`config.mk`:
```
export PLATFORM = sky130hd
export DESIGN_NAME = tetris_seq_ctrl
export DESIGN_NICKNAME = d
export VERILOG_FILES = /design/src/rtl/tetris_pkg.sv /design/src/rtl/tetris_seq_ctrl_drop_timer.sv /design/src/rtl/tetris_seq_ctrl.sv
export SDC_FILE = /design/constraint.sdc
export NUM_CORES = 1
export LEC_CHECK = 0
export ABC_CLOCK_PERIOD_IN_PS = 3070
export CORE_MARGIN = 5
export CORE_UTILIZATION = 53
export DETAILED_ROUTE_END_ITERATION = 8
export PLACE_DENSITY = 0.88
export SETUP_SLACK_MARGIN = 0.2
export SLEW_MARGIN = 20
export SYNTH_ARGS = -nofsm -noshare
export SYNTH_HDL_FRONTEND = slang
export SYNTH_SLANG_ARGS = --single-unit
```
`constraint.sdc`:
```
create_clock -name clka -period 3.07 [get_ports clka]
set_input_delay 0.921 -clock clka [delete_from_list [all_inputs] [get_ports clka]]
set_output_delay 0.921 -clock clka [all_outputs]
set_load 0.02 [all_outputs]
```
`src/rtl/tetris_pkg.sv`:
```
// Shared definitions for the Tetris game sequencer, clear_redraw and the move datapath.
package tetris_pkg;

    // Game state codes as seen on the sequencer's 3-bit state output.
    typedef enum logic [2:0] {
        ST_GEN   = 3'b000,
        ST_MOVE  = 3'b001,
        ST_LOCK  = 3'b010,
        ST_CLEAR = 3'b011,
        ST_OVER  = 3'b100,
        ST_DROP  = 3'b110,
        ST_IDLE  = 3'b111
    } state_t;

    // Piece identifiers delivered by the random piece generator.
    typedef enum logic [1:0] {
        PC_I = 2'b00,
        PC_O = 2'b01,
        PC_T = 2'b10,
        PC_L = 2'b11
    } piece_t;

    // User move codes forwarded to the move datapath.
    typedef enum logic [1:0] {
        MV_NONE  = 2'b00,
        MV_LEFT  = 2'b01,
        MV_RIGHT = 2'b10,
        MV_ROT   = 2'b11
    } move_t;

    // Largest number of rows a single clear pass can remove.
    localparam int MAX_LINES = 4;

endpackage

```
`src/rtl/tetris_seq_ctrl_drop_timer.sv`:
```
// Gravity timer: loadable down-counter that parks at zero and flags it.
module drop_timer #(
    parameter int DROP_TICKS = 8
) (
    input  logic clk,
    input  logic rst_n,
    input  logic reload,
    input  logic enable,
    output logic zero
);
    localparam int CW = $clog2(DROP_TICKS + 1);
    localparam logic [CW-1:0] RELOAD_VAL = CW'(DROP_TICKS - 1);

    logic [CW-1:0] count_reg;

    // Reload has priority; otherwise count down while enabled and not yet at zero.
    always_ff @(posedge clk or negedge rst_n) begin
        if (!rst_n) begin
            count_reg <= '0;
        end else if (reload) begin
            count_reg <= RELOAD_VAL;
        end else if (enable && (count_reg != '0)) begin
            count_reg <= count_reg - 1'b1;
        end
    end

    assign zero = (count_reg == '0);

endmodule

```
`src/rtl/tetris_seq_ctrl.sv`:
```
// Central game sequencer: piece spawn, gravity timing, move gating,
// clear/redraw handshake, line score and game-over detection.
module tetris_seq_ctrl
    import tetris_pkg::*;
#(
    parameter int DROP_TICKS = 8,
    parameter int SCORE_W    = 16
) (
    input  logic               clka,
    input  logic               restart_n,
    input  logic               start,
    input  logic [1:0]         rand_piece,
    input  logic               spawn_blocked,
    input  logic [1:0]         user_move,
    input  logic               blocked_vld,
    input  logic               blocked,
    input  logic               clear_done,
    input  logic [2:0]         lines,
    input  logic               clr_error,
    output logic [2:0]         state,
    output logic [1:0]         curr_piece,
    output logic               step_down,
    output logic [1:0]         move_cmd,
    output logic [SCORE_W-1:0] score,
    output logic               game_over
);

    state_t             state_reg, state_next;
    logic [1:0]         curr_piece_reg, curr_piece_next;
    logic               step_down_reg, step_down_next;
    logic [1:0]         move_cmd_reg, move_cmd_next;
    logic [SCORE_W-1:0] score_reg, score_next;
    logic               game_over_reg;

    logic               timer_reload;
    logic               timer_enable;
    logic               timer_zero;

    // Score plus the rows just cleared, one bit wider so overflow is visible.
    logic [SCORE_W:0]   score_sum;
    logic [SCORE_W-1:0] score_sat;

    assign score_sum = {1'b0, score_reg} + {{(SCORE_W-2){1'b0}}, lines};
    assign score_sat = score_sum[SCORE_W] ? {SCORE_W{1'b1}} : score_sum[SCORE_W-1:0];

    drop_timer #(
        .DROP_TICKS (DROP_TICKS)
    ) u_drop_timer (
        .clk    (clka),
        .rst_n  (restart_n),
        .reload (timer_reload),
        .enable (timer_enable),
        .zero   (timer_zero)
    );

    // Next-state logic plus the next value of every registered output.
    always_comb begin
        state_next      = state_reg;
        curr_piece_next = curr_piece_reg;
        step_down_next  = 1'b0;
        move_cmd_next   = MV_NONE;
        score_next      = score_reg;
        timer_reload    = 1'b0;
        timer_enable    = 1'b0;

        case (state_reg)
            ST_IDLE: begin
                if (start) begin
                    state_next = ST_GEN;
                    score_next = '0;
                end
            end
            ST_GEN: begin
                curr_piece_next = rand_piece;
                timer_reload    = 1'b1;
                state_next      = spawn_blocked ? ST_OVER : ST_MOVE;
            end
            ST_MOVE: begin
                // A move coinciding with the gravity step is discarded.
                if (timer_zero) begin
                    state_next     = ST_DROP;
                    timer_reload   = 1'b1;
                    step_down_next = 1'b1;
                end else begin
                    timer_enable  = 1'b1;
                    move_cmd_next = user_move;
                end
            end
            ST_DROP: begin
                // step_down_reg marks the request cycle; a response then is stale.
                if (blocked_vld && !step_down_reg) begin
                    state_next = blocked ? ST_LOCK : ST_MOVE;
                end
            end
            ST_LOCK: begin
                state_next = ST_CLEAR;
            end
            ST_CLEAR: begin
                if (clr_error) begin
                    state_next = ST_OVER;
                end else if (clear_done) begin
                    score_next = score_sat;
                    state_next = ST_GEN;
                end
            end
            ST_OVER: begin
                if (start) begin
                    state_next = ST_GEN;
                    score_next = '0;
                end
            end
            default: begin
                state_next = ST_IDLE;
            end
        endcase
    end

    // State and output registers, all loaded from the next-state values.
    always_ff @(posedge clka or negedge restart_n) begin
        if (!restart_n) begin
            state_reg      <= ST_IDLE;
            curr_piece_reg <= 2'b00;
            step_down_reg  <= 1'b0;
            move_cmd_reg   <= MV_NONE;
            score_reg      <= '0;
            game_over_reg  <= 1'b0;
        end else begin
            state_reg      <= state_next;
            curr_piece_reg <= curr_piece_next;
            step_down_reg  <= step_down_next;
            move_cmd_reg   <= move_cmd_next;
            score_reg      <= score_next;
            game_over_reg  <= (state_next == ST_OVER);
        end
    end

    assign state      = state_reg;
    assign curr_piece = curr_piece_reg;
    assign step_down  = step_down_reg;
    assign move_cmd   = move_cmd_reg;
    assign score      = score_reg;
    assign game_over  = game_over_reg;

endmodule
```
==> results.toml <==
[timing]
whs_ns = 0.497
relSlewSlack = 0.468
fin_crit_ns = 2.65
skew_ns = 0.0166
rsz0062_at_grt = "no"
hold_viol = 0
fin_crit_sh = 0.864
maxSlewViolCount = 0
worst_pin_slew_ns = 0.790
fmax_ghz = 0.377
fin_setup_tns_ns = 0
setup_ws_ns = 0.416
setup_violations = 0

[run_status]
outcome = "completed"

[clock_network]
tritoncts = "done"
numCtsBuffers = 5
post_cts_buffers = 0
cts-root-buf = "clkbuf_4"
cts.path.max_buffers = 2
postCtsResizedCells = 0
worstSkewPairLatency_ns = 0.34
ctsHtreeMaxLevel = 2
holdBufCountCts = 0
cts.sinks = 29
clk_pin_slew_worst_paths_ns = 0.09

[global_route]
grt_pass1_wl_um = 6910
grt-ovfl-total = 0
grt_pass1_vias = 1530
antenna_found_initial = 0
grt_usage = 0.204
grt_start_max_net_pins = 30

[detailed_routing]
drc = 0
firstDrtPassIters = 4
num_vias = 1575
postRouteAntennaNets = 0
first_iter_violations = 159
drt-total-wl_um = 3990
wire_per_inst_um = 14.5
via_per_inst = 5.73

[floorplan]
die_area_um2 = 4480
num_io_pins = 40
coreArea_um2 = 3080
rows = 20
die_h_um = 66.9
fp.dieW_um = 66.9
start_util = 0.558

[setup_path]
crit_fanout = 14
cp.required_ns = 3.32
worst_setup_path_end_kind = "flop"
crit_family = "simple AND/OR/NAND/NOR gates"
critPathKind = "input pin to flop"
cp.arrival_ns = 2.90
start_kind = "input pin"
path_buf_inv = 1
timing.critical_path.cells = "clkdlybuf4s50_1, ha_1, fa_1, a21o_2, nand2_4, nor4_4, o21ai_0, o211ai_1"
slowest_delay_ns = 0.50
crit_slowest_cell = "nor4_4"

[final_layout]
fillers = 256
syn_to_final_growth_pct = 26.7
diodes = 0
largest_reg_flops = 16
nets = 250
drive_gt1_frac = 0.0909
final_cells = 275
final_util = 0.707

[power_and_ir_drop]
p_leak_nw = 0.958
irDropWorstVdd_uv = 464
power-per-cell-area_nw_per_um2 = 656

[synthesis]
synth_top_area_cell = "dfrtp_1"
ys_warn_count = 0
ys_top_cells_by_area = "dfrtp_1, o21ai_0, nand2_1"
ys_seq_area_frac = 0.425
synth_area_per_cell_um2 = 8.99
synthCells = 191
ys_types = 47
synth_top_area_frac = 0.379
ys_ff_latch = 29
syn-num-nets = 211
synth_area_um2 = 1720

[place]
post-dp-hpwl_um = 2810
io_buffers = 39
placed_cells = 267
place.gp.congestion = 0.879
post-place-ws_ns = -0.0230

[hold_path]
hp-class = "flop to flop"

[flow_run]
max_cap_violations = 0
==> where the power goes <==
group          switching [mW]  total [mW]  leakage [nW]  internal, mW
registers               0.112       0.590         0.376         0.478
logic                   0.320       0.594         0.550         0.274
clock network           0.130       0.243        0.0326         0.113
total                   0.562        1.43         0.958         0.865
==> cells in the final DEF (no fill, tap or decap), types with 2 or more instances in the layout <==
cell type | Yosys | final
a21oi_1 | 9 | 9
a31oi_1 | 3 | 3
and2_1 | 5 | 5
and3_1 | 3 | 3
and4_1 | 2 | 2
buf_4 | 0 | 2
clkbuf_1 | 2 | 2
clkbuf_4 | 0 | 5
clkdlybuf4s50_1 | 0 | 39
dfrtp_1 | 26 | 26
dfstp_2 | 3 | 3
ha_1 | 4 | 4
inv_1 | 9 | 9
mux2_2 | 2 | 2
nand2_1 | 23 | 23
nand3_1 | 3 | 3
nand4_1 | 3 | 3
nor2_1 | 15 | 15
nor2b_1 | 4 | 4
nor3_1 | 10 | 10
nor3b_1 | 3 | 3
nor4_1 | 3 | 3
o211ai_1 | 2 | 2
o21ai_0 | 25 | 25
o21bai_1 | 2 | 2
==> final timing paths <==
| path | slack, ns | to | cells past startpoint | startpoint |
|---|---|---|---|---|
| max | 0.42 | score[13] | 8 | lines[0] |
| min | 0.50 | u_drop_timer.count_reg[0] | 1 | u_drop_timer.count_reg[0] |
| max reg2reg | 1.06 | score[13] | 7 | score[0] |
| min reg2reg | 0.50 | u_drop_timer.count_reg[0] | 1 | u_drop_timer.count_reg[0] |
| max in group asynchronous | 1.77 | state[0] | 2 | restart_n |
| min in group asynchronous | 0.96 | score[2] | 2 | restart_n |
==> worst register-to-register path: cells and delay by family (launching register included) <==
family / cells / cell delay [ns]
AO/OA/AOI/OAI: 3 / 0.53
AND/OR/NAND/NOR: 2 / 0.59
flip-flops: 1 / 0.38
adder cells (fa/ha/maj): 2 / 0.41
==> area by class of cell <==
cell class	instances	area, µm²	area share
sequential	29	729	0.335
inverter	9	33.8	0.0155
timing repair buffer	41	405	0.186
multi-input combinational	144	893	0.411
tap	44	55.1	0.0253
clock buffer	8	58.8	0.0270
==> routing by layer <==
layer,vias up,wire length (µm),global-route usage,share of wire
met1,738,1700,0.249,0.43
met3,11,240,0.0556,0.060
met4,0,99,0.0987,0.025
li1,762,-,-,-
met2,64,1950,0.332,0.49
met5,-,0,0,0
==> cell usage after synthesis (all sizes together) <==
cell type / number
o22a: 1
o32a: 1
nand2: 24
and2: 5
nor3b: 3
buf: 7
nor2b: 4
a41oi: 1
nor3: 10
nand4b: 1
a22oi: 1
o22ai: 1
o2111ai: 1
o21ai: 25
nand3b: 1
and3: 3
nor2: 15
a21oi: 10
and4: 2
a21o: 1
dfstp: 3
a31oi: 4
dfrtp: 26
nand4: 4
o21a: 1
inv: 9
o21bai: 2
xor2: 1
nand3: 3
o2bb2ai: 2
o211ai: 2
mux2i: 1
mux2: 2
or2: 1
clkbuf: 2
nand2b: 1
a211o: 1
ha: 4
nor4: 4
fa: 1
==> metrics by stage <==
step	power (mW)	instance area, µm²
finish	1.43	2180
global route	1.54	2180
CTS	1.44	2180
detailed placement	1.19	2120
global placement	1.17	2120
floorplan	0.970	1720
==> cells by family (layout without fill, tap and decap cells) <==
| family | Yosys count | count (layout) | share of synthesized area |
|---|---|---|---|
| and+or+nand+nor | 81 | 81 | 0.253 |
| AOI/OAI and AO/OA | 54 | 54 | 0.202 |
| DFF | 29 | 29 | 0.425 |
| buffers and inverters | 18 | 58 | 0.0554 |
| adders and majority gates | 5 | 5 | 0.0408 |
| muxes | 3 | 3 | 0.0189 |
| xor gates and xnor gates | 1 | 1 | 0.00510 |
(Power assumes the default switching activity.)
